**src/rtl/tpu_ctrl_pkg.sv**
```systemverilog
// Shared types and constants for the TPU control blocks.
// Holds the sequencer state encoding, default geometry and the step-counter width helper.
package tpu_ctrl_pkg;

  typedef enum logic [1:0] {
    IDLE = 2'd0,
    RUN  = 2'd1,
    DONE = 2'd2
  } state_t;

  localparam int DEF_LANES  = 16;
  localparam int DEF_ADDR_W = 8;
  localparam int DEF_ROWS_W = 8;

  // One spare bit above rows + lane skew, so N+LANES-1 always fits.
  function automatic int step_cnt_width(input int rows_w, input int lanes);
    return rows_w + $clog2(lanes) + 1;
  endfunction

endpackage

```
**src/rtl/skew_rd_control_skew_lane.sv**
```systemverilog
// One lane of the skewed read pattern: lane LANE trails lane 0 by LANE steps.
// Purely combinational; the parent registers the results.
module skew_lane #(
  parameter int LANE   = 0,
  parameter int CNT_W  = 13,
  parameter int ROWS_W = 8,
  parameter int ADDR_W = 8
) (
  input  logic [CNT_W-1:0]  k,
  input  logic [ROWS_W-1:0] n_rows,
  input  logic [ADDR_W-1:0] base,
  output logic              en,
  output logic [ADDR_W-1:0] addr
);

  localparam logic [CNT_W-1:0] LANE_K = CNT_W'(LANE);

  logic [CNT_W-1:0] row_idx;

  assign row_idx = k - LANE_K;
  assign en      = (k >= LANE_K) && (row_idx < CNT_W'(n_rows));
  // Address wraps naturally at the address width.
  assign addr    = en ? (base + ADDR_W'(row_idx)) : '0;

endmodule

```
**src/rtl/skew_rd_control.sv**
```systemverilog
// Skewed multi-lane read controller: streams N rows per lane with lane i delayed by i cycles.
// All outputs are registered; the value loaded at each edge is the step being issued next.
module skew_rd_control
  import tpu_ctrl_pkg::*;
#(
  parameter int LANES  = DEF_LANES,
  parameter int ADDR_W = DEF_ADDR_W,
  parameter int ROWS_W = DEF_ROWS_W
) (
  input  logic                    clk,
  input  logic                    reset,
  input  logic                    start,
  input  logic [ADDR_W-1:0]       base_addr,
  input  logic [ROWS_W-1:0]       num_rows,
  input  logic                    stall,
  output logic                    busy,
  output logic                    done,
  output logic [LANES-1:0]        rd_en,
  output logic [LANES*ADDR_W-1:0] rd_addr,
  output logic                    wr_active
);

  localparam int               CNT_W    = step_cnt_width(ROWS_W, LANES);
  localparam logic [CNT_W-1:0] TAIL_OFF = CNT_W'(LANES - 1);

  state_t                  state_reg, state_next;
  logic [CNT_W-1:0]        k_reg, k_next;
  logic [ADDR_W-1:0]       base_reg, base_next;
  logic [ROWS_W-1:0]       rows_reg, rows_next;

  logic                    issue;
  logic [CNT_W-1:0]        k_issue;
  logic [ADDR_W-1:0]       base_sel;
  logic [ROWS_W-1:0]       rows_sel;
  logic                    busy_next, done_next;

  logic [LANES-1:0]        lane_en;
  logic [LANES*ADDR_W-1:0] lane_addr;

  logic                    busy_reg, done_reg, wr_active_reg;
  logic [LANES-1:0]        rd_en_reg;
  logic [LANES*ADDR_W-1:0] rd_addr_reg;

  generate
    for (genvar gi = 0; gi < LANES; gi++) begin : g_lane
      skew_lane #(
        .LANE   (gi),
        .CNT_W  (CNT_W),
        .ROWS_W (ROWS_W),
        .ADDR_W (ADDR_W)
      ) u_lane (
        .k      (k_issue),
        .n_rows (rows_sel),
        .base   (base_sel),
        .en     (lane_en[gi]),
        .addr   (lane_addr[gi*ADDR_W +: ADDR_W])
      );
    end
  endgenerate

  always_comb begin
    state_next = state_reg;
    k_next     = k_reg;
    base_next  = base_reg;
    rows_next  = rows_reg;
    issue      = 1'b0;
    k_issue    = k_reg;
    base_sel   = base_reg;
    rows_sel   = rows_reg;
    busy_next  = 1'b0;
    done_next  = 1'b0;

    case (state_reg)
      IDLE, DONE: begin
        state_next = IDLE;
        if (start) begin
          if (num_rows != '0) begin
            // Step 0 goes out straight from the inputs being latched.
            base_next  = base_addr;
            rows_next  = num_rows;
            base_sel   = base_addr;
            rows_sel   = num_rows;
            k_issue    = '0;
            issue      = 1'b1;
            k_next     = CNT_W'(1);
            busy_next  = 1'b1;
            state_next = RUN;
          end else begin
            done_next  = 1'b1;
            state_next = DONE;
          end
        end
      end

      RUN: begin
        if (stall) begin
          busy_next = 1'b1;
        end else if (k_reg == (CNT_W'(rows_reg) + TAIL_OFF)) begin
          // Last step (N+LANES-2) was issued on the previous edge.
          done_next  = 1'b1;
          state_next = DONE;
        end else begin
          issue     = 1'b1;
          k_next    = k_reg + CNT_W'(1);
          busy_next = 1'b1;
        end
      end

      default: state_next = IDLE;
    endcase
  end

  always_ff @(posedge clk) begin
    if (reset) begin
      state_reg     <= IDLE;
      k_reg         <= '0;
      base_reg      <= '0;
      rows_reg      <= '0;
      busy_reg      <= 1'b0;
      done_reg      <= 1'b0;
      rd_en_reg     <= '0;
      rd_addr_reg   <= '0;
      wr_active_reg <= 1'b0;
    end else begin
      state_reg     <= state_next;
      k_reg         <= k_next;
      base_reg      <= base_next;
      rows_reg      <= rows_next;
      busy_reg      <= busy_next;
      done_reg      <= done_next;
      rd_en_reg     <= issue ? lane_en : '0;
      rd_addr_reg   <= issue ? lane_addr : '0;
      wr_active_reg <= issue & lane_en[LANES-1];
    end
  end

  assign busy      = busy_reg;
  assign done      = done_reg;
  assign rd_en     = rd_en_reg;
  assign rd_addr   = rd_addr_reg;
  assign wr_active = wr_active_reg;

endmodule

```
**config.mk**
```make
export PLATFORM = sky130hd
export DESIGN_NAME = skew_rd_control
export DESIGN_NICKNAME = d
export VERILOG_FILES = /design/src/rtl/tpu_ctrl_pkg.sv /design/src/rtl/skew_rd_control_skew_lane.sv /design/src/rtl/skew_rd_control.sv
export SDC_FILE = /design/constraint.sdc
export NUM_CORES = 1
export LEC_CHECK = 0
export ABC_CLOCK_PERIOD_IN_PS = 6800
export CORE_UTILIZATION = 54
export CTS_CLUSTER_SIZE = 12
export DETAILED_ROUTE_END_ITERATION = 6
export GPL_TIMING_DRIVEN = 0
export PLACE_DENSITY = 0.79
export SYNTH_ARGS = -nofsm -noshare
export SYNTH_HDL_FRONTEND = slang
export SYNTH_HIERARCHICAL = 1
export SYNTH_SLANG_ARGS = --single-unit
```
**constraint.sdc**
```tcl
create_clock -name clk -period 6.8 [get_ports clk]
set_input_delay 1.36 -clock clk [delete_from_list [all_inputs] [get_ports clk]]
set_output_delay 1.36 -clock clk [all_outputs]
set_load 0.01 [all_outputs]
```
Word level (Yosys, flattened, before mapping)
Cells that the tools add are included.
Widths: inputs -> output; s select.

cells by class
  equality and inequality tests = 8
  reduce and logical (&&, ||, !) cells = 39
  $add $sub $neg = 33
  $lt $le $gt $ge = 32
  bitwise operators = 18
  multiplexer cells = 31

operators with widths
  operator               count
  $lt 13x8->1            16
  $add 8x8->8            16
  $ge 13x4->1 const B    8
  $sub 13x4->13 const B  8
  $mux 13                7
  $ge 13x3->1 const B    4
  $sub 13x3->13 const B  4
  $mux 8                 6
  $reduce_or 3->1        16
  $ge 13x1->1 const B    2
  $ge 13x2->1 const B    2
  $pmux 13 s2            1
  $sub 13x2->13 const B  2
  $not 1->1              17
  $logic_and 1x1->1      16
  $add 13x1->13 const B  1
  $eq 13x9->1            1
  $sub 13x1->13 const B  1
  $ne 2x2->1 const B     5
  $add 8x4->9 const B    1
  $mux 1                 9
  $mux 2                 4
  $reduce_bool 8->1      1
  $pmux 1 s2             3
  9 further kinds        10

word-level totals
  output and inout bits = 147
  input port bits = 20
  bits in registers = 178
  word-level logic and storage cells = 185

Logic depth before layout (Yosys ltp)
  depth after elaboration = 9
  depth in mapped cells = 17
  depth with buffers taken out = 16

Modules after synthesis
The synthesis kept the hierarchy.

modules (own cells, without submodules)
  module                          times used  sequential area each (sq um)  cells an instance  area each (sq um)
  skew_rd_control                 1           3,563.4                       532                5,709.2
  skew_lane at g_lane[15].u_lane  1           0.0                           108                813.3
  skew_lane at g_lane[5].u_lane   1           0.0                           103                782.0
  skew_lane at g_lane[6].u_lane   1           0.0                           100                782.0
  skew_lane at g_lane[1].u_lane   1           0.0                           100                763.2
  skew_lane at g_lane[9].u_lane   1           0.0                           99                 759.5
  skew_lane at g_lane[2].u_lane   1           0.0                           96                 739.5
  skew_lane at g_lane[3].u_lane   1           0.0                           94                 738.2
  skew_lane at g_lane[11].u_lane  1           0.0                           101                733.2
  skew_lane at g_lane[13].u_lane  1           0.0                           95                 726.9
  skew_lane at g_lane[14].u_lane  1           0.0                           96                 718.2
  skew_lane at g_lane[8].u_lane   1           0.0                           97                 716.9
  skew_lane at g_lane[12].u_lane  1           0.0                           92                 710.7
  skew_lane at g_lane[7].u_lane   1           0.0                           95                 700.7
  +3 rows                         n/a         n/a                           n/a                n/a

Least setup slack after synthesis
OpenSTA, ideal clock, no wires.

  path kind = input port to flip-flop
  start point = input port num_rows[4]
  end point = register rd_addr_reg[26] (netlist: rd_addr[26])
  arrival time = 6.830 ns
  path buffers = 3
  path slack = -0.089 ns
  setup time = 0.059 ns
  data required time = 6.741 ns
  stages on the path = 15
  cells stage by stage = or4_1 -> o21ai_1 -> clkbuf_1 -> clkbuf_1 -> and2_1 -> or4_1 -> buf_2 -> nor2_1 -> xor2_1 -> ha_1 -> a21o_1 -> a2111oi_1 -> nand4_4 -> nor4_1 -> and2_1

between the ends
  cells in the longest elaborated chain, start to end = 9
  elaborated cells on any way between the ends = 21
  classes of those cells = add/sub (2); order compare (2); mux (12); bitwise (2); reduce/logical (3)

ends and longest elaborated chain
  item                           RTL line                         source
  start: declaration             skew_rd_control.sv:14            input logic [ROWS_W-1:0] num_rows,
  $reduce_bool 8->1 (*)          skew_rd_control.sv:77            if (num_rows != '0) begin
  $mux 13 (*)                    skew_rd_control.sv:77
  $mux 13 (*)                    skew_rd_control.sv:76            if (start) begin
  $mux 13 (*)                    skew_rd_control.sv:73            case (state_reg)
  named net k_issue[4]           skew_rd_control.sv:32            logic [CNT_W-1:0] k_issue;
  $sub 13x2->13                  skew_rd_control_skew_lane.sv:20  assign row_idx = k - LANE_K;
  $lt 13x8->1                    skew_rd_control_skew_lane.sv:21  assign en = (k >= LANE_K) && (row_idx < CNT_W'(n_rows));
  $logic_and 1x1->1 (*)          skew_rd_control_skew_lane.sv:21
  $not 1->1 (no line) (*)        n/a
  $reduce_or 3->1 (no line) (*)  n/a
  end signal: assignment         skew_rd_control.sv:132           rd_addr_reg <= issue ? lane_addr : '0;
  end: declaration               skew_rd_control.sv:42            logic [LANES*ADDR_W-1:0] rd_addr_reg;

The timed path passes the listed nets; every way through them passes the cells marked *.
A chain may end at the register's enable or synchronous reset.

Worst setup path after layout
  start point = input port num_rows[4]
  end point = register rd_addr_reg[63] (netlist: rd_addr[63])

between the ends
  cells in the longest elaborated chain, start to end = 9
  elaborated cells on any way between the ends = 21
  classes of those cells = add/sub (2); order compare (2); mux (12); bitwise (2); reduce/logical (3)

ends and longest elaborated chain
  item                       RTL line
  $reduce_bool 8->1 (*)      skew_rd_control.sv:77
  $mux 13 (*)                skew_rd_control.sv:77
  $mux 13 (*)                skew_rd_control.sv:76
  $mux 13 (*)                skew_rd_control.sv:73
  named net k_issue[5]       skew_rd_control.sv:32
  $sub 13x3->13              skew_rd_control_skew_lane.sv:20
  $lt 13x8->1                skew_rd_control_skew_lane.sv:21
  $logic_and 1x1->1          skew_rd_control_skew_lane.sv:21
  $not 1->1 (no line)        n/a
  $reduce_or 3->1 (no line)  n/a

Marks and branches as above.

==> results.json <==
{
  "outcome": "complete, no violations",
  "fmax_mhz": 153,
  "finalHoldViolCount": 0,
  "syn_area_um2": 17300,
  "first_global_vias": 15700,
  "grt_setup_unrepaired": "no",
  "die_x_um": 181,
  "register_area_um2": 3560,
  "design_area_um2": 20200,
  "multi_input_area_um2": 12700,
  "reg2reg_slack_ps": 1750,
  "ioPinCount": 167,
  "clkSlewWorstSetupHoldPaths_ps": 70,
  "synth_cell_type_count": 109,
  "cts_buffers": 17,
  "r2r_start": "state_reg[0]",
  "hold_class": "flip-flop to flip-flop",
  "dr.pass1.iters": 5,
  "largest_reg_flops": 128,
  "cts-htree-levels": 4,
  "chipHeight_um": 181,
  "finalCritPeriodShare_pct": 95.8,
  "grt_max_degree": 68,
  "synth_warnings": 6,
  "design.core.area_um2": 31500,
  "critPathCaptureType": "flip-flop",
  "syn_avg_cell_area_um2": 8.37,
  "setup_viol": 0,
  "ir_worst_vdd_v": 0.000179,
  "nets": 2536,
  "fillers": 2651,
  "cp.arrival_ps": 6920,
  "drive_gt1_share_pct": 7.44,
  "drv_slew": 0,
  "tightest_slew_ps": 1450,
  "die-area_um2": 32700,
  "syn_nets": 2341,
  "crit_type": "input port to flip-flop",
  "grtUsageTotal_pct": 29.3,
  "yosys_register_bits": 178,
  "worstSkewPairLatency_ps": 470,
  "seq_area_frac_synth_pct": 20.6,
  "final_util_pct": 64.3,
  "num_vias": 16000,
  "hold_buffers": 0,
  "gr-total-overflow": 0,
  "gp_congestion": 0.872,
  "cts_sinks": 178,
  "area_growth_pct": 17.3,
  "viasPerCell": 6.00,
  "fin_tns_setup_ps": 0,
  "initial_utilization_pct": 54.9,
  "slew_headroom_pct": 2.97,
  "synth_cells": 2062,
  "fin_crit_ps": 6520,
  "dpl.hpwl_um": 32000,
  "antenna_left": 0,
  "cts_tree": "done",
  "drt-initial-drc-count": 1221,
  "synth_edf_count": 0,
  "yosys.area.top_type_share_pct": 20.6,
  "leakage_nw": 8.41,
  "finalWirelength_um": 48900,
  "row_count": 65,
  "synth_top_cell_by_area": "dfxtp_1",
  "drv_cap": 0,
  "power.density_nw_per_um2": 151,
  "antenna_found_initial": 0,
  "synth_most_common_cell": "ha_1",
  "yosys-top-cells-area": "dfxtp_1, ha_1, and2_1",
  "dpl-instance-area_um2": 19600,
  "required_ps": 7200,
  "synth_top_cells_by_count": "ha_1, inv_1, dfxtp_1, and2_1, nor2_1",
  "synth_top_flop_cell": "dfxtp_1",
  "clock_skew_ps": 16.1,
  "io_buffers": 165,
  "worstHoldStart": "base_reg[5]",
  "grt_pass1_wl_um": 77600,
  "startpoint": "num_rows[4]",
  "wl_per_cell_um": 18.3,
  "cts_root_buffer": "clkbuf_16",
  "async_flop_share_pct": 0,
  "crit_fanout": 58,
  "crit_path_start_kind": "input port",
  "drcViolationCount": 0,
  "clockBufferDepth": 2
}
placed cells by master, fill, tap and decap left out, types with 11 or more instances in the layout:
cell type | synthesis | final
nor3b_1 | 18 | 18
xor2_1 | 76 | 76
clkdlybuf4s50_1 | 0 | 165
or4_1 | 14 | 14
nor2b_1 | 63 | 63
nor2_1 | 114 | 114
clkbuf_16 | 0 | 17
and2_1 | 170 | 160
o211ai_1 | 14 | 14
nand3_1 | 50 | 50
nor3b_2 | 11 | 11
dfxtp_1 | 178 | 178
a21o_1 | 33 | 33
nand2_1 | 100 | 99
a21oi_1 | 107 | 107
nand2b_1 | 23 | 23
fa_1 | 16 | 16
o21ai_0 | 63 | 61
or3_1 | 11 | 11
a211oi_1 | 16 | 16
xnor2_1 | 73 | 73
o21a_1 | 18 | 18
ha_1 | 243 | 243
clkbuf_1 | 23 | 24
nor3_1 | 106 | 106
nor4_1 | 25 | 25
inv_1 | 230 | 230
a31oi_1 | 11 | 11
final timing paths:
path,endpoint,cells past startpoint
setup / recovery,rd_addr[63],17
hold / removal,base_reg[5],2
setup reg to reg,rd_addr[63],16
hold reg to reg,base_reg[5],2
critical path, stage by stage:
cell and delay (ps):
clkdlybuf4s50_1 420, or4_1 570, o21ai_1 430, clkbuf_1 430, clkbuf_1 510, and2_4 870, or4_1 270, nor2_1 80
xor2_1 150, ha_1 190, or4_1 410, a21oi_1 120, o21ai_1 70, or4_1 530, buf_6 160, nor3b_2 160
and2_1 140
per-layer routing:
layer / GRT usage [%] / wire, um
met3: 5.85 / 3740
met2: 50.0 / 22600
met1: 34.1 / 19900
met4: 17.3 / 2600
met5: 0 / 0
through the flow:
step / hold WS [ps] / std cells / worst slack, ps / total power, mW
floorplan: 444 / 2062 / 176 / 1.77
global placement: 451 / 2629 / -1730 / 1.96
detailed placement: 456 / 2637 / -291 / 2.01
CTS: 465 / 2669 / 142 / 3.05
global route: 477 / 2672 / 18.2 / 3.22
finish: 466 / 2673 / 282 / 3.05
kinds of logic after synthesis:
kind of cell / count (synthesis) / share of synthesized area [%]
xor+xnor: 159 / 8.91
flops: 178 / 20.6
fa+ha+maj: 259 / 19.5
simple gates: 797 / 27.6
buf+inv: 268 / 6.20
mux: 5 / 0.290
compound gates: 396 / 16.9
cell type report:
type / instances / area share (%)
diodes: 1 / 0.0124
clock buffers: 19 / 2.19
multi-input cells: 1619 / 62.6
repair buffers: 173 / 8.94
plain buffers: 36 / 0.983
flip-flops and latches: 178 / 17.6
clock inverters: 13 / 0.847
well taps: 402 / 2.48
inverters: 232 / 4.30
what timing repair did:
item                                    CTS  global route
resized for setup                         0             1
endpoints found under the hold margin     0             0
endpoints found under the setup margin    0             9
buffers inserted                          0             0
power by group:
part	leakage (nW)	internal [mW]	total [mW]	switching, mW
Sequential	1.44	1.05	1.06	0.00842
Combinational	6.67	0.389	0.957	0.568
Clock	0.301	0.594	1.03	0.439
Note: power is estimated with default switching activity, not from simulation.
